`config.mk`:
```
export PLATFORM = sky130hd
export DESIGN_NAME = copro_mailbox
export DESIGN_NICKNAME = d
export VERILOG_FILES = /design/src/rtl/copro_mailbox_pkg.sv /design/src/rtl/mailbox_fifo.sv /design/src/rtl/copro_mailbox.sv
export SDC_FILE = /design/constraint.sdc
export NUM_CORES = 1
export LEC_CHECK = 0
export BUFFER_PORTS_ARGS = -buffer_cell sky130_fd_sc_hd__clkbuf_2
export CAP_MARGIN = 20
export CORE_ASPECT_RATIO = 0.8
export CORE_MARGIN = 8
export CORE_UTILIZATION = 35
export CTS_CLUSTER_SIZE = 40
export DETAILED_ROUTE_END_ITERATION = 8
export HOLD_SLACK_MARGIN = 0.05
export PLACE_DENSITY_LB_ADDON = 0.08
export SLEW_MARGIN = 40
export SYNTH_ARGS = -nofsm -noshare
export SYNTH_HDL_FRONTEND = slang
export SYNTH_SLANG_ARGS = --single-unit
```
`constraint.sdc`:
```
create_clock -name clock -period 3.1 [get_ports clock]
set_input_delay 0.62 -clock clock [delete_from_list [all_inputs] [get_ports clock]]
set_output_delay 0.62 -clock clock [all_outputs]
set_load 0.01 [all_outputs]
```
`src/rtl/copro_mailbox_pkg.sv`:
```
// Shared definitions for the host <-> 6809 mailbox.
// Holds the register addresses and the bit positions inside STAT and IEN.
package copro_mailbox_pkg;

    // Register select values, the same on both bus sides
    localparam logic [1:0] REG_DATA  = 2'd0;
    localparam logic [1:0] REG_STAT  = 2'd1;
    localparam logic [1:0] REG_IEN   = 2'd2;
    localparam logic [1:0] REG_COUNT = 2'd3;

    // STAT bit positions
    localparam int STAT_RX_NEMPTY = 0;
    localparam int STAT_TX_NFULL  = 1;
    localparam int STAT_RX_OVF    = 2;
    localparam int STAT_RX_UNF    = 3;
    localparam int STAT_TX_EMPTY  = 4;

    // IEN bit positions
    localparam int IEN_RX_NEMPTY = 0;
    localparam int IEN_TX_EMPTY  = 1;

endpackage

```
`src/rtl/mailbox_fifo.sv`:
```
// Single-clock FIFO used for each mailbox direction.
// Push into a full FIFO is dropped unless a pop happens in the same cycle.
// Pop of an empty FIFO loads zero into dout and leaves the pointers alone.
// There is no bypass: a push into an empty FIFO is not visible to a same-cycle pop.
module mailbox_fifo #(
    parameter int WIDTH      = 8,
    parameter int DEPTH_LOG2 = 4
) (
    input  logic                  clock,
    input  logic                  _reset,
    input  logic                  push,
    input  logic                  pop,
    input  logic [WIDTH-1:0]      din,
    output logic [WIDTH-1:0]      dout,
    output logic [DEPTH_LOG2:0]   count,
    output logic                  full,
    output logic                  empty
);

    localparam int DEPTH = 1 << DEPTH_LOG2;

    logic [WIDTH-1:0]      mem_q [DEPTH];
    logic [DEPTH_LOG2-1:0] wr_ptr_q, wr_ptr_d;
    logic [DEPTH_LOG2-1:0] rd_ptr_q, rd_ptr_d;
    logic [DEPTH_LOG2:0]   count_q, count_d;
    logic [WIDTH-1:0]      dout_q, dout_d;
    logic                  push_ok;
    logic                  pop_ok;

    // Count reaches exactly DEPTH when full, so the top bit alone marks it
    assign full  = count_q[DEPTH_LOG2];
    assign empty = (count_q == '0);
    assign count = count_q;
    assign dout  = dout_q;

    // Accept/reject decisions and next pointer, count and output values
    always_comb begin
        push_ok  = push & (~full | pop);
        pop_ok   = pop & ~empty;
        wr_ptr_d = wr_ptr_q;
        rd_ptr_d = rd_ptr_q;
        count_d  = count_q;
        dout_d   = dout_q;
        if (push_ok) begin
            wr_ptr_d = wr_ptr_q + 1'b1;
        end
        if (pop_ok) begin
            rd_ptr_d = rd_ptr_q + 1'b1;
        end
        if (pop) begin
            dout_d = pop_ok ? mem_q[rd_ptr_q] : '0;
        end
        case ({push_ok, pop_ok})
            2'b10:   count_d = count_q + 1'b1;
            2'b01:   count_d = count_q - 1'b1;
            default: count_d = count_q;
        endcase
    end

    // Storage array; contents need no reset because count gates visibility
    always_ff @(posedge clock) begin
        if (push_ok) begin
            mem_q[wr_ptr_q] <= din;
        end
    end

    // Pointer, count and read-data registers
    always_ff @(posedge clock or negedge _reset) begin
        if (!_reset) begin
            wr_ptr_q <= '0;
            rd_ptr_q <= '0;
            count_q  <= '0;
            dout_q   <= '0;
        end else begin
            wr_ptr_q <= wr_ptr_d;
            rd_ptr_q <= rd_ptr_d;
            count_q  <= count_d;
            dout_q   <= dout_d;
        end
    end

endmodule

```
`src/rtl/copro_mailbox.sv`:
```
// Two-way mailbox between the host CPU (I/O2 window) and the 6809 coprocessor.
// H2C FIFO carries host writes to the 6809, C2H FIFO carries 6809 writes to the host.
// Each side sees DATA / STAT / IEN / COUNT, sticky overflow/underflow flags and a
// level-sensitive active-low interrupt.
// Optional feature: define COPRO_MAILBOX_NMI_EN to make a host write to COUNT
// act as a doorbell that pulses _nmi_09 low for NMI_PULSE clocks.
module copro_mailbox
    import copro_mailbox_pkg::*;
#(
    parameter int WIDTH      = 8,
    parameter int DEPTH_LOG2 = 4,
    parameter int NMI_PULSE  = 4
) (
    input  logic             clock,
    input  logic             _reset,
    input  logic             h_wr,
    input  logic             h_rd,
    input  logic [1:0]       h_addr,
    input  logic [WIDTH-1:0] h_wdata,
    output logic [WIDTH-1:0] h_rdata,
    input  logic             c_wr,
    input  logic             c_rd,
    input  logic [1:0]       c_addr,
    input  logic [WIDTH-1:0] c_wdata,
    output logic [WIDTH-1:0] c_rdata,
    output logic             _irq_host,
    output logic             _irq_09,
    output logic             _nmi_09
);

    localparam int CW = DEPTH_LOG2 + 1;

    // Elaboration-time guards on the parameters
    if (NMI_PULSE < 1 || NMI_PULSE > 255) begin : g_bad_nmi_pulse
        $error("copro_mailbox: NMI_PULSE must be 1..255");
    end
    if (CW > WIDTH) begin : g_bad_width
        $error("copro_mailbox: COUNT field does not fit in WIDTH");
    end

    // FIFO interface
    logic             h_push, h_pop, c_push, c_pop;
    logic [WIDTH-1:0] h2c_dout, c2h_dout;
    logic [CW-1:0]    h2c_count, c2h_count;
    logic             h2c_full, h2c_empty, c2h_full, c2h_empty;

    // Per-side state
    logic [1:0]       h_ien_q, h_ien_d, c_ien_q, c_ien_d;
    logic             h_ovf_q, h_ovf_d, h_unf_q, h_unf_d;
    logic             c_ovf_q, c_ovf_d, c_unf_q, c_unf_d;
    logic             h_rsel_q, h_rsel_d, c_rsel_q, c_rsel_d;
    logic [WIDTH-1:0] h_rreg_q, h_rreg_d, c_rreg_q, c_rreg_d;

    assign h_push = h_wr & (h_addr == REG_DATA);
    assign h_pop  = h_rd & (h_addr == REG_DATA);
    assign c_push = c_wr & (c_addr == REG_DATA);
    assign c_pop  = c_rd & (c_addr == REG_DATA);

    mailbox_fifo #(.WIDTH(WIDTH), .DEPTH_LOG2(DEPTH_LOG2)) u_h2c (
        .clock (clock),
        ._reset(_reset),
        .push  (h_push),
        .pop   (c_pop),
        .din   (h_wdata),
        .dout  (h2c_dout),
        .count (h2c_count),
        .full  (h2c_full),
        .empty (h2c_empty)
    );

    mailbox_fifo #(.WIDTH(WIDTH), .DEPTH_LOG2(DEPTH_LOG2)) u_c2h (
        .clock (clock),
        ._reset(_reset),
        .push  (c_push),
        .pop   (h_pop),
        .din   (c_wdata),
        .dout  (c2h_dout),
        .count (c2h_count),
        .full  (c2h_full),
        .empty (c2h_empty)
    );

    // Register read mux for everything except DATA (DATA comes straight from the FIFO dout)
    function automatic logic [WIDTH-1:0] reg_read(
        input logic [1:0]    addr,
        input logic          rx_nempty,
        input logic          tx_nfull,
        input logic          rx_ovf,
        input logic          rx_unf,
        input logic          tx_empty,
        input logic [1:0]    ien,
        input logic [CW-1:0] rx_count
    );
        logic [WIDTH-1:0] r;
        r = '0;
        case (addr)
            REG_STAT: begin
                r[STAT_RX_NEMPTY] = rx_nempty;
                r[STAT_TX_NFULL]  = tx_nfull;
                r[STAT_RX_OVF]    = rx_ovf;
                r[STAT_RX_UNF]    = rx_unf;
                r[STAT_TX_EMPTY]  = tx_empty;
            end
            REG_IEN:   r[1:0] = ien;
            REG_COUNT: r[CW-1:0] = rx_count;
            default:   r = '0;
        endcase
        return r;
    endfunction

    // Host side: sticky flags (set wins over clear), IEN and read register
    always_comb begin
        h_ien_d  = h_ien_q;
        h_rsel_d = h_rsel_q;
        h_rreg_d = h_rreg_q;
        if (h_wr && h_addr == REG_IEN) begin
            h_ien_d = h_wdata[1:0];
        end
        h_ovf_d = h_ovf_q & ~(h_wr && h_addr == REG_STAT && h_wdata[STAT_RX_OVF]);
        h_unf_d = h_unf_q & ~(h_wr && h_addr == REG_STAT && h_wdata[STAT_RX_UNF]);
        if (c_push && c2h_full && !h_pop) h_ovf_d = 1'b1;
        if (h_pop && c2h_empty)           h_unf_d = 1'b1;
        if (h_rd) begin
            h_rsel_d = (h_addr == REG_DATA);
            h_rreg_d = reg_read(h_addr, ~c2h_empty, ~h2c_full, h_ovf_q, h_unf_q,
                                h2c_empty, h_ien_q, c2h_count);
        end
    end

    // 6809 side: sticky flags (set wins over clear), IEN and read register
    always_comb begin
        c_ien_d  = c_ien_q;
        c_rsel_d = c_rsel_q;
        c_rreg_d = c_rreg_q;
        if (c_wr && c_addr == REG_IEN) begin
            c_ien_d = c_wdata[1:0];
        end
        c_ovf_d = c_ovf_q & ~(c_wr && c_addr == REG_STAT && c_wdata[STAT_RX_OVF]);
        c_unf_d = c_unf_q & ~(c_wr && c_addr == REG_STAT && c_wdata[STAT_RX_UNF]);
        if (h_push && h2c_full && !c_pop) c_ovf_d = 1'b1;
        if (c_pop && h2c_empty)           c_unf_d = 1'b1;
        if (c_rd) begin
            c_rsel_d = (c_addr == REG_DATA);
            c_rreg_d = reg_read(c_addr, ~h2c_empty, ~c2h_full, c_ovf_q, c_unf_q,
                                c2h_empty, c_ien_q, h2c_count);
        end
    end

    // Per-side register state
    always_ff @(posedge clock or negedge _reset) begin
        if (!_reset) begin
            h_ien_q  <= '0;
            c_ien_q  <= '0;
            h_ovf_q  <= 1'b0;
            h_unf_q  <= 1'b0;
            c_ovf_q  <= 1'b0;
            c_unf_q  <= 1'b0;
            h_rsel_q <= 1'b0;
            c_rsel_q <= 1'b0;
            h_rreg_q <= '0;
            c_rreg_q <= '0;
        end else begin
            h_ien_q  <= h_ien_d;
            c_ien_q  <= c_ien_d;
            h_ovf_q  <= h_ovf_d;
            h_unf_q  <= h_unf_d;
            c_ovf_q  <= c_ovf_d;
            c_unf_q  <= c_unf_d;
            h_rsel_q <= h_rsel_d;
            c_rsel_q <= c_rsel_d;
            h_rreg_q <= h_rreg_d;
            c_rreg_q <= c_rreg_d;
        end
    end

    // Read data is a select between two registers, so it holds until the next rd strobe
    assign h_rdata = h_rsel_q ? c2h_dout : h_rreg_q;
    assign c_rdata = c_rsel_q ? h2c_dout : c_rreg_q;

    // Interrupts are combinational only from registered state, so they cannot glitch
    assign _irq_host = ~((h_ien_q[IEN_RX_NEMPTY] & ~c2h_empty) | (h_ien_q[IEN_TX_EMPTY] & h2c_empty));
    assign _irq_09   = ~((c_ien_q[IEN_RX_NEMPTY] & ~h2c_empty) | (c_ien_q[IEN_TX_EMPTY] & c2h_empty));

`ifdef COPRO_MAILBOX_NMI_EN
    logic [7:0] nmi_cnt_q, nmi_cnt_d;
    logic       nmi_n_q, nmi_n_d;

    // Doorbell reloads the counter, so a repeat ring extends the pulse instead of adding an edge
    always_comb begin
        nmi_cnt_d = nmi_cnt_q;
        if (h_wr && h_addr == REG_COUNT) begin
            nmi_cnt_d = 8'(NMI_PULSE);
        end else if (nmi_cnt_q != 8'd0) begin
            nmi_cnt_d = nmi_cnt_q - 8'd1;
        end
        nmi_n_d = (nmi_cnt_d == 8'd0);
    end

    // NMI counter and registered active-low output
    always_ff @(posedge clock or negedge _reset) begin
        if (!_reset) begin
            nmi_cnt_q <= 8'd0;
            nmi_n_q   <= 1'b1;
        end else begin
            nmi_cnt_q <= nmi_cnt_d;
            nmi_n_q   <= nmi_n_d;
        end
    end

    assign _nmi_09 = nmi_n_q;
`else
    assign _nmi_09 = 1'b1;
`endif

endmodule

```
**After elaboration in Yosys (flattened, before gate mapping)**

Memories as Yosys holds them, arrays and structs flattened.
Index checks and enable logic that the tools add are counted.

- Add/subtract/negate cells: 8
- Equality and inequality tests: 10
- Multiplexer cells: 18
- Bitwise logic cells: 30
- Reduce and logical (&&, ||, !) cells: 22

Operator list:

| cell | number |
|---|---|
| 2-to-1 mux 8 bit | 4 |
| case mux 5 bit (2 select lines) | 2 |
| adder 4 x 1 -> 4 bit (second input constant) | 4 |
| AND 1 bit | 16 |
| logical AND 1 bit | 14 |
| equality test 2 bit (second input constant) | 6 |
| case mux 2 bit (3 select lines) | 2 |
| case mux 3 bit (2 select lines) | 2 |
| adder 5 x 1 -> 5 bit (second input constant) | 2 |
| logical NOT 5 bit | 2 |
| NOT 1 bit | 10 |
| subtractor 5 x 1 -> 5 bit (second input constant) | 2 |
| equality test 2 x 1 -> 1 bit (second input constant) | 4 |
| 2-to-1 mux 1 bit | 8 |
| logical NOT 2 bit | 2 |
| OR 1 bit | 4 |
| nonzero test 2 bit | 2 |
| logical NOT 1 bit | 2 |

- Bits in registers: 62
- Bits in writable memories: 256
- Output and inout bits: 19
- Word-level logic and storage cells: 108
- Memories kept: 2

Memory list:

| memory | depth | width | rd ports | clocked after memory_dff | write ports | RTL line | source |
|---|---|---|---|---|---|---|---|
| u_c2h.mem_q | 16 | 8 | 1 | 0 | 1 | mailbox_fifo.sv:22 | `logic [WIDTH-1:0] mem_q [DEPTH];` |
| u_h2c.mem_q | 16 | 8 | 1 | 0 | 1 | mailbox_fifo.sv:22 |  |

**Longest topological paths before layout**

Gate-level depths: netlist of run 1.

- Depth after elaboration: 6
- Depth in mapped cells: 13
- Gate-level depth less buffers: 10

**By module**

From an unflattened synthesis of run 1, not the netlist that was laid out.

- Cells, all modules: 771
- Area total of the unflattened synthesis: 13,357.8 µm²

By module, submodules not included:

| module | instances | cells an instance | area an instance (µm²) | sequential area each (µm²) |
|---|---|---|---|---|
| mailbox_fifo | 2 | 323 | 6,080.8 | 4,369.2 |
| copro_mailbox | 1 | 125 | 1,196.1 | 500.5 |

**Worst setup path after synthesis of run 1**

No wires, ideal clock.

- Kind: input port to flip-flop
- Start: input c_addr[0]
- End: register u_h2c.count_q[4], in the netlist u_h2c.count[4]
- Library setup time: 0.140 ns
- Arrival: 2.981 ns
- Data required time: 2.960 ns
- Path slack: -0.022 ns
- Cell stages on the path: 12
- Path buffers: 2
- Path through: buf_2 or3b_4 a21boi_4 inv_2 ha_1 clkbuf_1 xor2_1 ha_1 o21ai_0 o22ai_1 a2111oi_0 a211oi_1

- Cells in the longest elaborated chain, start to end: 6
- Elaborated cells on any way between the ends: 9
- Those cells by class: eq/ne (2); mux (1); bitwise (4); reduce/logical (2)

Ends and longest elaborated chain:

| what | RTL line | source |
|---|---|---|
| start, declared | copro_mailbox.sv:23 | `input logic [1:0] c_addr,` |
| logical NOT 2 bit * | copro_mailbox.sv:57 | `assign c_pop = c_rd & (c_addr == REG_DATA);` |
| AND 1 bit * | copro_mailbox.sv:57 |  |
| OR 1 bit | mailbox_fifo.sv:38 | `push_ok = push & (~full \| pop);` |
| AND 1 bit | mailbox_fifo.sv:38 |  |
| equality test 2 x 1 -> 1 bit or equality test 2 bit (tied branches) | mailbox_fifo.sv:53 | `case ({push_ok, pop_ok})` |
| case mux 5 bit (2 select lines) or nonzero test 2 bit (tied branches) | - |  |
| end signal, assigned | mailbox_fifo.sv:77 | `count_q <= count_d;` |
| end, declared | mailbox_fifo.sv:25 | `logic [DEPTH_LOG2:0] count_q, count_d;` |

Mark *: on every way between the ends. The rest lies on a longest branch, timed or not.
A chain may end at the register's enable or synchronous reset.

**Worst setup path in the final report of run 1**

- Start: register u_h2c.count_q[0], in the netlist u_h2c.count[0]
- End: output _irq_09

- Cells in the longest elaborated chain, start to end: 5

Ends and longest elaborated chain:

| what | RTL line | source |
|---|---|---|
| logical NOT 5 bit | mailbox_fifo.sv:32 | `assign empty = (count_q == '0);` |
| NOT 1 bit | copro_mailbox.sv:182 | `assign _irq_09 = ~((c_ien_q[IEN_RX_NEMPTY] & ~h2c_empty) \| (c_ien_q[IEN_TX_EMPTY] & c2h_empty));` |
| AND 1 bit | copro_mailbox.sv:182 |  |
| OR 1 bit | copro_mailbox.sv:182 |  |
| NOT 1 bit | copro_mailbox.sv:182 |  |
| end, declared | copro_mailbox.sv:27 | `output logic _irq_09,` |

No other way between the ends.

==> metrics.txt, run 1 <==
# TYPE chip_impl_metric gauge
chip_impl_info{name="outcome",value="finished clean"} 1
chip_impl_metric{name="r2r_cells",unit=""} 9
chip_impl_metric{name="final_total_power",unit="mW"} 12.8
chip_impl_metric{name="syn2layout_area_growth",unit="%"} 15.4
chip_impl_metric{name="die_w",unit="µm"} 234
chip_impl_metric{name="finClkSkew",unit="ps"} 20.5
chip_impl_metric{name="postSynthNetCount",unit=""} 791
chip_impl_metric{name="grt_pass1_wl",unit="mm"} 46.9
chip_impl_info{name="crit_reg_reg_endpoint",value="u_h2c.count[4]$_DFFE_PN0P_"} 1
chip_impl_metric{name="core_area",unit="µm²"} 37200
chip_impl_metric{name="worst-path-stages",unit=""} 5
chip_impl_metric{name="cts.clk_slew.worst_paths",unit="ps"} 60
chip_impl_info{name="timing.critical_path.max_delay_family",value="simple AND/OR/NAND/NOR gates"} 1
chip_impl_info{name="cts_tree",value="built"} 1
chip_impl_metric{name="required",unit="ps"} 2480
chip_impl_metric{name="setup-violations-final",unit=""} 0
chip_impl_metric{name="antenna_violations_before_repair",unit=""} 1
chip_impl_info{name="worstSetupStartpoint",value="u_h2c.count[0]$_DFFE_PN0P_"} 1
chip_impl_metric{name="port-buffer-count",unit=""} 43
chip_impl_metric{name="ios",unit=""} 45
chip_impl_info{name="worst_setup_path_start_kind",value="flop"} 1
chip_impl_info{name="synth_area_leaders",value="sky130_fd_sc_hd__edfxtp_1 (58%), sky130_fd_sc_hd__dfrtp_1 (12%), sky130_fd_sc_hd__mux4_2 (11%), sky130_fd_sc_hd__mux2i_1 (4.0%), sky130_fd_sc_hd__ha_1 (1.6%)"} 1
chip_impl_metric{name="via_density_per_instance",unit=""} 5.12
chip_impl_metric{name="number_of_routed_nets_with_antenna_violations",unit=""} 0
chip_impl_metric{name="post-place-ws",unit="ps"} 98.0
chip_impl_metric{name="setup_total_negative_slack",unit="ps"} 0
chip_impl_metric{name="die_area",unit="µm²"} 44400
chip_impl_metric{name="final_max_slew_viol_count",unit=""} 0
chip_impl_metric{name="cp_slowest_stage_delay",unit="ps"} 600
chip_impl_info{name="layout_common_cells",value="sky130_fd_sc_hd__edfxtp_1 (256), sky130_fd_sc_hd__mux4_2 (64), sky130_fd_sc_hd__dfrtp_1 (60)"} 1
chip_impl_info{name="min_path_type",value="in -> reg"} 1
chip_impl_metric{name="clock_sinks",unit=""} 318
chip_impl_info{name="setup.worst_path.end_class",value="primary output"} 1
chip_impl_metric{name="period_needed",unit="ps"} 2830
chip_impl_metric{name="critical_path.n_buffers_inverters",unit=""} 2
chip_impl_metric{name="gp_congestion",unit=""} 0.763
chip_impl_metric{name="rows",unit=""} 63
chip_impl_metric{name="timing_hold_violations_final",unit=""} 0
chip_impl_metric{name="layout_setup_ws",unit="ps"} 273
chip_impl_metric{name="starting_density_of_the_core",unit=""} 0.357
chip_impl_metric{name="cp.arrival",unit="ps"} 2210
chip_impl_metric{name="post_cts_buffers",unit=""} 0
chip_impl_info{name="clockRootBuffer",value="sky130_fd_sc_hd__clkbuf_16"} 1
chip_impl_metric{name="nNetsFinal",unit=""} 867
chip_impl_metric{name="cts-root-to-sink-buffers",unit=""} 3
chip_impl_metric{name="rrSetupSlack",unit="ps"} 310
chip_impl_metric{name="avgSynthCellArea",unit="µm²"} 17.7
chip_impl_info{name="dominantRegCellSynth",value="sky130_fd_sc_hd__edfxtp_1"} 1
chip_impl_metric{name="post-route-period-util",unit=""} 0.912
chip_impl_metric{name="grt_overflow",unit=""} 0
chip_impl_metric{name="worstPathMaxFanout",unit=""} 6
chip_impl_metric{name="max-cap-violations",unit=""} 0
chip_impl_metric{name="power-per-cell-area",unit="nW/µm²"} 839
chip_impl_info{name="final_common_cell",value="sky130_fd_sc_hd__edfxtp_1"} 1
chip_impl_metric{name="grt_usage",unit=""} 0.140
chip_impl_metric{name="synth.cell_area",unit="µm²"} 13300
chip_impl_metric{name="route.final.wire_length",unit="mm"} 30.6
chip_impl_metric{name="worst_pin_slew",unit="ps"} 706
chip_impl_metric{name="synth_edf_count",unit=""} 256
chip_impl_info{name="crit_path_end",value="_irq_09"} 1
chip_impl_metric{name="dieHeight",unit="µm"} 190
chip_impl_metric{name="power.leakage",unit="nW"} 5.40
chip_impl_info{name="critical-path-slowest-cell",value="sky130_fd_sc_hd__or4_1"} 1
chip_impl_metric{name="synth.distinct_cells",unit=""} 54
chip_impl_metric{name="detail_placement_hpwl",unit="mm"} 20.6
chip_impl_metric{name="grt_max_degree",unit=""} 32
chip_impl_info{name="synth.largest_area_cell",value="sky130_fd_sc_hd__edfxtp_1"} 1
chip_impl_metric{name="synth_sequential_area_ratio",unit=""} 0.696
chip_impl_info{name="timing.critical_path.cells",value="or4_1 > nor2_1 > inv_1 > a22oi_1 > clkbuf_2"} 1
chip_impl_info{name="timing.rr.start",value="u_h2c.count[0]$_DFFE_PN0P_"} 1
chip_impl_metric{name="numCtsBuffers",unit=""} 34
chip_impl_metric{name="detail_route.first_pass.iterations",unit=""} 5
chip_impl_metric{name="async_set_or_reset_register_ratio_after_synthesis",unit=""} 0.195
chip_impl_metric{name="total_vias_in_the_final_route",unit=""} 6846
chip_impl_metric{name="slew-limit-headroom",unit=""} 0.529
chip_impl_metric{name="detail_route.drc_violations",unit=""} 0
chip_impl_metric{name="final_layout_size_suffix_gt1_frac",unit=""} 0.259
chip_impl_metric{name="fmaxAchievable",unit="MHz"} 354
chip_impl_metric{name="synth_seq_cells",unit=""} 318
chip_impl_metric{name="worst_skew_pair.late_latency",unit="ps"} 510
chip_impl_metric{name="avgRoutedWirePerCell",unit="µm"} 22.9
chip_impl_metric{name="first_global_vias",unit=""} 7313
chip_impl_metric{name="cts_h_tree_depth",unit=""} 2
chip_impl_metric{name="antenna_cells_inserted",unit=""} 0
chip_impl_metric{name="worst_ir_drop_vdd",unit="mV"} 0.378
chip_impl_metric{name="drt_first_iter_violations",unit=""} 441
chip_impl_metric{name="postSynthCellCount",unit=""} 748
chip_impl_info{name="worst-setup-path-type",value="reg -> out"} 1
chip_impl_metric{name="synth.yosys.warnings",unit=""} 0
chip_impl_metric{name="yosys.area.top_type_share",unit=""} 0.580
chip_impl_info{name="unrepaired_setup_endpoints_after_global_routing",value="no"} 1
metrics by stage:
| step | util | hold slack [ps] | std cells | area (µm²) |
|---|---|---|---|---|
| 4_1_cts | 0.411 | 412 | 1336 | 15300 |
| 3_3_place_gp | 0.382 | 468 | 1274 | 14200 |
| 6_report | 0.411 | 445 | 1336 | 15300 |
| 5_1_grt | 0.411 | 446 | 1336 | 15300 |
| 3_5_place_dp | 0.382 | 471 | 1274 | 14200 |
| 2_1_floorplan | - | 324 | 748 | 13300 |
cell type report:
cell class / instances / area [µm²]
fillers: 3353 / 21900
flip-flops and latches: 318 / 9240
multi-input cells: 356 / 3710
clock buffers: 44 / 910
well taps: 487 / 609
repair buffers: 88 / 581
clock inverters: 17 / 155
inverters: 26 / 100
synth_stat cells, drive strengths merged (7+ instances only):
master and n:
o21ai 16, nor4 8, dfrtp 62, mux4 64
nor3b 7, inv 26, a21oi 11, nand2 23
xnor2 12, and2 24, mux2 13, buf 24
mux2i 53, edfxtp 256, o22ai 7, ha 17
xor2 11, nor2 20, a22o 16, clkbuf 24
power breakdown:
group          switching, mW  internal, mW
registers              0.605          5.02
clock network           1.61          2.32
logic                   1.62          1.66
tightest hold or removal path, cell delays in order:
cell and delay, ps:
sky130_fd_sc_hd__clkbuf_2 90, sky130_fd_sc_hd__buf_4 140, sky130_fd_sc_hd__a21oi_1 70
state kept, by name, summed over array words and instances, names as in the netlist, 5 cells and up:
| signal | flops |
|---|---|
| u_h2c.count | 5 |
| h_rreg_q | 5 |
| u_h2c.mem_q | 128 |
| u_c2h.mem_q | 128 |
| c_rreg_q | 5 |
| u_h2c.dout | 8 |
| u_c2h.count | 5 |
| u_c2h.dout | 8 |
how the worst min path moves through the flow:
| stage | from | to | slack [ps] | cells after the start |
|---|---|---|---|---|
| 6_report | h_rd | h_rreg_q[1]$_DFFE_PN0P_ | 450 | 3 |
| 5_1_grt | h_rd | h_rreg_q[1]$_DFFE_PN0P_ | 450 | 3 |
| 4_1_cts | h_rd | h_rreg_q[1]$_DFFE_PN0P_ | 410 | 3 |
| 3_5_place_dp | c_unf_q$_DFF_PN0_ | c_unf_q$_DFF_PN0_ | 470 | 2 |
| 3_3_place_gp | c_unf_q$_DFF_PN0_ | c_unf_q$_DFF_PN0_ | 470 | 2 |
| 2_1_floorplan | _reset | c_ien_q[0]$_DFFE_PN0P_ | 320 | 0 |
per-layer routing:
| layer | GRT usage | part of all wire | vias up |
|---|---|---|---|
| met2 | 0.197 | 0.42 | 176 |
| met5 | 0 | 0 | - |
| met3 | 0.0336 | 0.056 | 43 |
| met4 | 0.0425 | 0.020 | 0 |
| li1 | - | - | 3073 |
| met1 | 0.211 | 0.50 | 3554 |
what timing repair did:
action                                  CTS  global route
gates resized for setup                   0             0
endpoints found under the setup margin    0             0
hold buffers                              1             0
endpoints found under the hold margin    12             0
cells by family after synthesis:
logic type	Yosys count	synth area share
fa+ha+maj	17	0.0160
other cells	1	0.000283
flops	318	0.696
buf+inv	74	0.0239
simple gates	113	0.0492
mux	130	0.160
xor+xnor	23	0.0152
compound gates	72	0.0392
No activity file was read; power rests on OpenSTA's default activity.
==> run 2, diff against run 1 <==
--- a/config.mk
+++ b/config.mk
@@ -17,4 +17,5 @@
 export SLEW_MARGIN = 40
 export SYNTH_ARGS = -nofsm -noshare
 export SYNTH_HDL_FRONTEND = slang
+export SYNTH_HIERARCHICAL = 1
 export SYNTH_SLANG_ARGS = --single-unit
==> metrics.txt, run 2 <==
# TYPE chip_impl_metric gauge
chip_impl_metric{name="yosys.area_share.xor_xnor",unit=""} 0.0131
chip_impl_metric{name="power-per-cell-area",unit="nW/µm²"} 830
chip_impl_info{name="synth_area_leaders",value="sky130_fd_sc_hd__edfxtp_1 (58%), sky130_fd_sc_hd__dfrtp_1 (12%), sky130_fd_sc_hd__mux4_2 (9.4%), sky130_fd_sc_hd__mux2i_1 (3.7%), sky130_fd_sc_hd__ha_1 (1.7%)"} 1
chip_impl_metric{name="drt_first_iter_violations",unit=""} 441
chip_impl_metric{name="post_cts_buffers",unit=""} 0
chip_impl_metric{name="power.leakage",unit="nW"} 5.56
chip_impl_metric{name="slew-limit-headroom",unit=""} 0.485
chip_impl_info{name="critical-path-slowest-cell",value="sky130_fd_sc_hd__dfrtp_1"} 1
chip_impl_metric{name="max-cap-violations",unit=""} 0
chip_impl_metric{name="grt_max_degree",unit=""} 36
chip_impl_metric{name="async_set_or_reset_register_ratio_after_synthesis",unit=""} 0.195
chip_impl_metric{name="synth_edf_count",unit=""} 256
chip_impl_metric{name="grt_pass1_wl",unit="mm"} 46.4
chip_impl_metric{name="total_vias_in_the_final_route",unit=""} 7095
chip_impl_metric{name="syn2layout_area_growth",unit="%"} 16.7
chip_impl_metric{name="core_area",unit="µm²"} 38000
chip_impl_metric{name="avgRoutedWirePerCell",unit="µm"} 22.1
chip_impl_metric{name="grt_usage",unit=""} 0.139
chip_impl_metric{name="period_needed",unit="ps"} 2880
chip_impl_info{name="worst_setup_path_start_kind",value="flop"} 1
chip_impl_info{name="largest_registers",value="u_c2h/mem_q (128), u_h2c/mem_q (128)"} 1
chip_impl_metric{name="synth_seq_cells",unit=""} 318
chip_impl_info{name="outcome",value="finished clean"} 1
chip_impl_metric{name="detail_placement_hpwl",unit="mm"} 20.8
chip_impl_metric{name="cp.arrival",unit="ps"} 3280
chip_impl_metric{name="setup_total_negative_slack",unit="ps"} 0
chip_impl_metric{name="detail_route.first_pass.iterations",unit=""} 4
chip_impl_info{name="setup.worst_path.end_class",value="flop"} 1
chip_impl_info{name="synth_most_common_cell",value="sky130_fd_sc_hd__edfxtp_1"} 1
chip_impl_metric{name="synth_sequential_area_ratio",unit=""} 0.692
chip_impl_metric{name="dieHeight",unit="µm"} 191
chip_impl_metric{name="synth.yosys.warnings",unit=""} 6
chip_impl_metric{name="synth.distinct_cells",unit=""} 54
chip_impl_info{name="worst-setup-path-type",value="reg -> reg"} 1
chip_impl_metric{name="die_area",unit="µm²"} 44700
chip_impl_metric{name="synth.cell_area",unit="µm²"} 13400
chip_impl_metric{name="fmaxAchievable",unit="MHz"} 347
chip_impl_info{name="final_common_cell",value="sky130_fd_sc_hd__edfxtp_1"} 1
chip_impl_metric{name="share_of_cell_area_taken_by_muxes_after_synthesis",unit=""} 0.153
chip_impl_info{name="clockRootBuffer",value="sky130_fd_sc_hd__clkbuf_16"} 1
chip_impl_metric{name="required",unit="ps"} 3500
chip_impl_metric{name="final_total_power",unit="mW"} 12.9
chip_impl_metric{name="detail_route.drc_violations",unit=""} 0
chip_impl_metric{name="post_synth_fa_ha_maj_area_fraction",unit=""} 0.0169
chip_impl_metric{name="numCtsBuffers",unit=""} 35
chip_impl_metric{name="synthSimpleGateAreaFrac",unit=""} 0.0589
chip_impl_metric{name="setup-violations-final",unit=""} 0
chip_impl_info{name="cts_tree",value="built"} 1
chip_impl_info{name="dominantRegCellSynth",value="sky130_fd_sc_hd__edfxtp_1"} 1
chip_impl_metric{name="quantity_of_gates_resized_following_cts",unit=""} 0
chip_impl_metric{name="yosys.area.top_type_share",unit=""} 0.575
chip_impl_metric{name="ctsHoldBuffers",unit=""} 0
chip_impl_info{name="synth.largest_area_cell",value="sky130_fd_sc_hd__edfxtp_1"} 1
chip_impl_metric{name="postSynthNetCount",unit=""} 815
chip_impl_metric{name="ios",unit=""} 45
chip_impl_metric{name="post-route-period-util",unit=""} 0.930
chip_impl_info{name="timing.critical_path.cells",value="or2_1 > o41ai_2 > inv_2 > ha_1 > xor2_1 > ha_1 > o211a_1 > or4_1 > nand3_1 > nor3b_1"} 1
chip_impl_metric{name="cts-root-to-sink-buffers",unit=""} 3
chip_impl_metric{name="number_of_routed_nets_with_antenna_violations",unit=""} 0
chip_impl_metric{name="port-buffer-count",unit=""} 43
chip_impl_metric{name="starting_density_of_the_core",unit=""} 0.352
chip_impl_metric{name="nNetsFinal",unit=""} 914
chip_impl_metric{name="cp_slowest_stage_delay",unit="ps"} 480
chip_impl_info{name="unrepaired_setup_endpoints_after_global_routing",value="no"} 1
chip_impl_metric{name="grt_overflow",unit=""} 0
chip_impl_metric{name="worst_pin_slew",unit="ps"} 773
chip_impl_metric{name="final_max_slew_viol_count",unit=""} 0
chip_impl_metric{name="worst_skew_pair.late_latency",unit="ps"} 530
chip_impl_metric{name="rows",unit=""} 64
chip_impl_metric{name="timing_hold_violations_final",unit=""} 0
chip_impl_info{name="min_path_type",value="in -> async"} 1
chip_impl_info{name="netlist_top_cells_count",value="sky130_fd_sc_hd__edfxtp_1 (256), sky130_fd_sc_hd__dfrtp_1 (62), sky130_fd_sc_hd__mux4_2 (56)"} 1
chip_impl_metric{name="antenna_violations_before_repair",unit=""} 1
chip_impl_info{name="combinational_family_with_the_most_area_after_synthesis",value="multiplexers"} 1
chip_impl_info{name="crit_top_cell",value="sky130_fd_sc_hd__ha_1"} 1
chip_impl_metric{name="postSynthCellCount",unit=""} 771
chip_impl_metric{name="die_w",unit="µm"} 234
chip_impl_metric{name="cts_h_tree_depth",unit=""} 2
chip_impl_info{name="layout_common_cells",value="sky130_fd_sc_hd__edfxtp_1 (256), sky130_fd_sc_hd__dfrtp_1 (60), sky130_fd_sc_hd__buf_4 (60)"} 1
chip_impl_metric{name="via_density_per_instance",unit=""} 5.10
chip_impl_metric{name="worstPathMaxFanout",unit=""} 9
chip_impl_metric{name="gp_congestion",unit=""} 0.772
chip_impl_metric{name="final_layout_size_suffix_gt1_frac",unit=""} 0.259
chip_impl_metric{name="avgSynthCellArea",unit="µm²"} 17.3
chip_impl_metric{name="first_global_vias",unit=""} 7417
chip_impl_metric{name="area_fraction_in_compound_gates_after_synthesis",unit=""} 0.0414
chip_impl_metric{name="route.final.wire_length",unit="mm"} 30.8
chip_impl_metric{name="worst_ir_drop_vdd",unit="mV"} 0.438
chip_impl_metric{name="finClkSkew",unit="ps"} 25.7
chip_impl_metric{name="cts.clk_slew.worst_paths",unit="ps"} 60
chip_impl_metric{name="clock_sinks",unit=""} 318
run 2: changes by cell type in the layout (fill, tap and decap cells not counted), moves of 6 or more:
cell / previous run / this run
sky130_fd_sc_hd__and2_1: 24 / 9
sky130_fd_sc_hd__nor2_1: 20 / 34
sky130_fd_sc_hd__mux2_2: 13 / 6
sky130_fd_sc_hd__buf_4: 42 / 60
sky130_fd_sc_hd__nand2b_1: 4 / 10
sky130_fd_sc_hd__nor3b_1: 3 / 10
sky130_fd_sc_hd__nand2_1: 23 / 35
sky130_fd_sc_hd__mux4_2: 64 / 56
run 2: metal layers:
metal	GRT usage	vias to the layer above	routed length, µm	share of wire
li1	-	3209	-	-
met1	0.210	3686	15300	0.50
met2	0.204	154	13400	0.43
met3	0.0257	46	1500	0.049
met4	0.0375	0	614	0.020
met5	0	-	0	0
run 2: final cells by class:
| class | instances | area (µm²) |
|---|---|---|
| well taps | 495 | 619 |
| fillers | 3442 | 22400 |
| inverters | 24 | 90.1 |
| clock buffers | 45 | 945 |
| repair buffers | 104 | 701 |
| clock inverters | 18 | 195 |
| multi-input cells | 387 | 3790 |
| diodes | 1 | 2.50 |
| flip-flops and latches | 318 | 9240 |
run 2: worst max-delay path: cells and delay by family (launching register included):
kind	cells	cell delay (ps)
adder cells (fa/ha/maj)	2	470
XOR/XNOR	1	190
AND/OR/NAND/NOR	4	870
buffers and inverters	1	70
flip-flops	1	480
AO/OA/AOI/OAI	2	710
run 2: worst paths after layout:
check                                            from                       endpoint  slack, ps  cells past startpoint
max in group asynchronous                      _reset  u_c2h/rd_ptr_q[2]$_DFFE_PN0N_       2470                      2
setup reg to reg           u_h2c/count[1]$_DFFE_PN0P_     u_h2c/count[4]$_DFFE_PN0P_        220                     10
hold reg to reg             u_h2c/dout[0]$_DFFE_PN0P_      u_h2c/dout[0]$_DFFE_PN0P_        510                      1
min in group clock                               c_rd           c_rsel_q$_DFFE_PN0P_        430                      2
setup / recovery           u_h2c/count[1]$_DFFE_PN0P_     u_h2c/count[4]$_DFFE_PN0P_        220                     10
hold / removal                                 _reset         h_ien_q[1]$_DFFE_PN0P_         70                      1
run 2: power breakdown:
group / switching, mW / internal, mW / leakage, nW
Combinational: 1.60 / 1.60 / 1.93
Sequential: 0.591 / 5.02 / 3.07
Clock: 1.63 / 2.49 / 0.556
run 2: stage by stage:
step                      hold WS, ps  worst slack (ps)  std cells  utilization  cell area (µm²)
after floorplan                   324              8.99        771            -            13400
after global placement            484               149       1328        0.380            14400
after detailed placement          492              84.1       1328        0.380            14400
after CTS                         219               191       1391        0.410            15600
after global routing             86.1              63.2       1391        0.411            15600
final                            71.0               218       1392        0.411            15600
run 2: logic make-up after synthesis:
group           count (synthesis)
simple gates                  146
fa+ha+maj                      18
xor+xnor                       20
mux                           124
other cells                     1
buf+inv                        66
flops                         318
compound gates                 78
==> run 3, diff against run 2 <==
--- a/config.mk
+++ b/config.mk
@@ -8,7 +8,7 @@
 export BUFFER_PORTS_ARGS = -buffer_cell sky130_fd_sc_hd__clkbuf_2
 export CAP_MARGIN = 20
 export CORE_ASPECT_RATIO = 0.8
-export CORE_MARGIN = 8
+export CORE_MARGIN = 10
 export CORE_UTILIZATION = 35
 export CTS_CLUSTER_SIZE = 40
 export DETAILED_ROUTE_END_ITERATION = 8
==> metrics.txt, run 3 (synthesized netlist as in run 2, its figures left out) <==
# TYPE chip_impl_metric gauge
chip_impl_info{name="outcome",value="finished clean"} 1
chip_impl_metric{name="post_cts_buffers",unit=""} 0
chip_impl_metric{name="setup-violations-final",unit=""} 0
chip_impl_metric{name="nNetsFinal",unit=""} 914
chip_impl_metric{name="port-buffer-count",unit=""} 43
chip_impl_metric{name="gp_congestion",unit=""} 0.761
chip_impl_metric{name="finClkSkew",unit="ps"} 27.0
chip_impl_metric{name="ios",unit=""} 45
chip_impl_metric{name="core_area",unit="µm²"} 37400
chip_impl_metric{name="total_vias_in_the_final_route",unit=""} 7099
chip_impl_metric{name="number_of_cells_in_the_finished_layout_apart_from_fillers",unit=""} 1383
chip_impl_metric{name="grt_pass1_wl",unit="mm"} 46.5
chip_impl_info{name="timing.critical_path.cells",value="or2_1 > o41ai_2 > inv_2 > ha_1 > xor2_1 > ha_1 > o211a_1 > or4_1 > nand3_1 > nor3b_1"} 1
chip_impl_metric{name="syn2layout_area_growth",unit="%"} 17.1
chip_impl_metric{name="period_needed",unit="ps"} 2850
chip_impl_metric{name="via_density_per_instance",unit=""} 5.13
chip_impl_info{name="clockRootBuffer",value="sky130_fd_sc_hd__clkbuf_16"} 1
chip_impl_metric{name="number_of_routed_nets_with_antenna_violations",unit=""} 0
chip_impl_metric{name="timing_hold_violations_final",unit=""} 0
chip_impl_metric{name="critical_path.n_buffers_inverters",unit=""} 1
chip_impl_metric{name="dieHeight",unit="µm"} 195
chip_impl_info{name="crit_top_cell",value="sky130_fd_sc_hd__ha_1"} 1
chip_impl_metric{name="cp.arrival",unit="ps"} 3240
chip_impl_info{name="timing.critical_path.max_delay_family",value="simple AND/OR/NAND/NOR gates"} 1
chip_impl_metric{name="cts_h_tree_depth",unit=""} 2
chip_impl_metric{name="detail_route.drc_violations",unit=""} 0
chip_impl_metric{name="final_max_slew_viol_count",unit=""} 0
chip_impl_metric{name="route.final.wire_length",unit="mm"} 30.3
chip_impl_metric{name="antenna_violations_before_repair",unit=""} 0
chip_impl_metric{name="detail_placement_hpwl",unit="mm"} 20.6
chip_impl_info{name="largest_registers",value="u_c2h/mem_q (128), u_h2c/mem_q (128)"} 1
chip_impl_info{name="worst-setup-path-type",value="reg -> reg"} 1
chip_impl_metric{name="first_global_vias",unit=""} 7468
chip_impl_metric{name="grt_overflow",unit=""} 0
chip_impl_info{name="worst_setup_path_start_kind",value="flop"} 1
chip_impl_metric{name="max-cap-violations",unit=""} 0
chip_impl_metric{name="grt_max_degree",unit=""} 39
chip_impl_metric{name="worst_ir_drop_vdd",unit="mV"} 0.339
chip_impl_metric{name="required",unit="ps"} 3490
chip_impl_metric{name="cts-root-to-sink-buffers",unit=""} 3
chip_impl_metric{name="fmaxAchievable",unit="MHz"} 350
chip_impl_metric{name="worst_skew_pair.late_latency",unit="ps"} 520
chip_impl_info{name="critical-path-slowest-cell",value="sky130_fd_sc_hd__dfrtp_1"} 1
chip_impl_metric{name="die_area",unit="µm²"} 46400
chip_impl_metric{name="power.leakage",unit="nW"} 5.60
chip_impl_info{name="unrepaired_setup_endpoints_after_global_routing",value="no"} 1
chip_impl_metric{name="worst_pin_slew",unit="ps"} 764
chip_impl_metric{name="antenna_cells_inserted",unit=""} 0
chip_impl_metric{name="cts.clk_slew.worst_paths",unit="ps"} 60
chip_impl_metric{name="rows",unit=""} 63
chip_impl_metric{name="ctsHoldBuffers",unit=""} 0
chip_impl_metric{name="grt_usage",unit=""} 0.131
chip_impl_metric{name="die_w",unit="µm"} 238
chip_impl_metric{name="cp_slowest_stage_delay",unit="ps"} 480
chip_impl_metric{name="worstPathMaxFanout",unit=""} 8
chip_impl_metric{name="power-per-cell-area",unit="nW/µm²"} 837
chip_impl_metric{name="place.detailed.instances",unit=""} 1320
chip_impl_metric{name="slew-limit-headroom",unit=""} 0.491
chip_impl_info{name="final_common_cell",value="sky130_fd_sc_hd__edfxtp_1"} 1
chip_impl_metric{name="starting_density_of_the_core",unit=""} 0.358
chip_impl_metric{name="clock_sinks",unit=""} 318
chip_impl_metric{name="setup_total_negative_slack",unit="ps"} 0
chip_impl_metric{name="detail_route.first_pass.iterations",unit=""} 4
chip_impl_metric{name="drt_first_iter_violations",unit=""} 428
chip_impl_metric{name="numCtsBuffers",unit=""} 35
chip_impl_metric{name="post-route-period-util",unit=""} 0.921
chip_impl_metric{name="quantity_of_gates_resized_following_cts",unit=""} 0
chip_impl_info{name="min_path_type",value="in -> async"} 1
chip_impl_metric{name="final_layout_size_suffix_gt1_frac",unit=""} 0.269
chip_impl_metric{name="avgRoutedWirePerCell",unit="µm"} 21.9
chip_impl_info{name="layout_common_cells",value="sky130_fd_sc_hd__edfxtp_1 (256), sky130_fd_sc_hd__dfrtp_1 (60), sky130_fd_sc_hd__buf_4 (58)"} 1
chip_impl_info{name="cts_tree",value="built"} 1
chip_impl_info{name="setup.worst_path.end_class",value="flop"} 1
## run 3: area by class of cell
cell class | instances | area, µm²
clock buffers | 45 | 976
clock inverters | 18 | 221
fillers | 3354 | 21700
inverters | 24 | 90.1
multi-input cells | 387 | 3800
flip-flops and latches | 318 | 9240
well taps | 487 | 609
repair buffers | 104 | 711
## run 3: path summary, 6_finish.rpt
| check | cells past startpoint | start | slack, ps | end |
|---|---|---|---|---|
| min in group clock | 3 | c_rd | 420 | c_rsel_q$_DFFE_PN0P_ |
| setup reg to reg | 10 | u_h2c/count[2]$_DFFE_PN0P_ | 250 | u_h2c/count[4]$_DFFE_PN0P_ |
| max in group asynchronous | 2 | _reset | 2300 | u_h2c/count[2]$_DFFE_PN0P_ |
| hold / removal | 1 | _reset | 150 | u_c2h/count[3]$_DFFE_PN0P_ |
| hold reg to reg | 1 | c_ovf_q$_DFF_PN0_ | 500 | c_ovf_q$_DFF_PN0_ |
| setup / recovery | 10 | u_h2c/count[2]$_DFFE_PN0P_ | 250 | u_h2c/count[4]$_DFFE_PN0P_ |
## run 3: metrics by stage
stage               hold WS, ps  area (µm²)   util  power [mW]  worst slack [ps]
floorplan                   324       13400      -        7.83              8.99
global placement            484       14400  0.387        8.90               132
detailed placement          498       14400  0.387        8.96              91.8
CTS                         150       15600  0.419        13.3              90.1
global route                186       15600  0.419        13.8               105
finish                      154       15600  0.419        13.1               246
## run 3: worst register-to-register path: cells and delay by family, from the launching register on
family	cells	cell delay, ps
flops	1	480
buf+inv	1	70
compound gates	2	720
fa+ha+maj	2	450
simple gates	4	850
xor+xnor	1	170
## run 3: layer usage
| metal | vias up | share of wire | wire length (µm) | global-route usage |
|---|---|---|---|---|
| met5 | - | 0 | 0 | 0 |
| li1 | 3212 | - | - | - |
| met4 | 0 | 0.020 | 613 | 0.0340 |
| met3 | 43 | 0.044 | 1330 | 0.0230 |
| met2 | 169 | 0.43 | 13200 | 0.190 |
| met1 | 3675 | 0.50 | 15200 | 0.197 |
## run 3: report_power, final
| group | switching [mW] | leakage, nW | internal (mW) | total, mW |
|---|---|---|---|---|
| registers | 0.463 | 3.07 | 5.02 | 5.48 |
| logic | 1.73 | 1.94 | 1.61 | 3.34 |
| clock network | 1.64 | 0.587 | 2.65 | 4.28 |
| total | 3.83 | 5.60 | 9.27 | 13.1 |
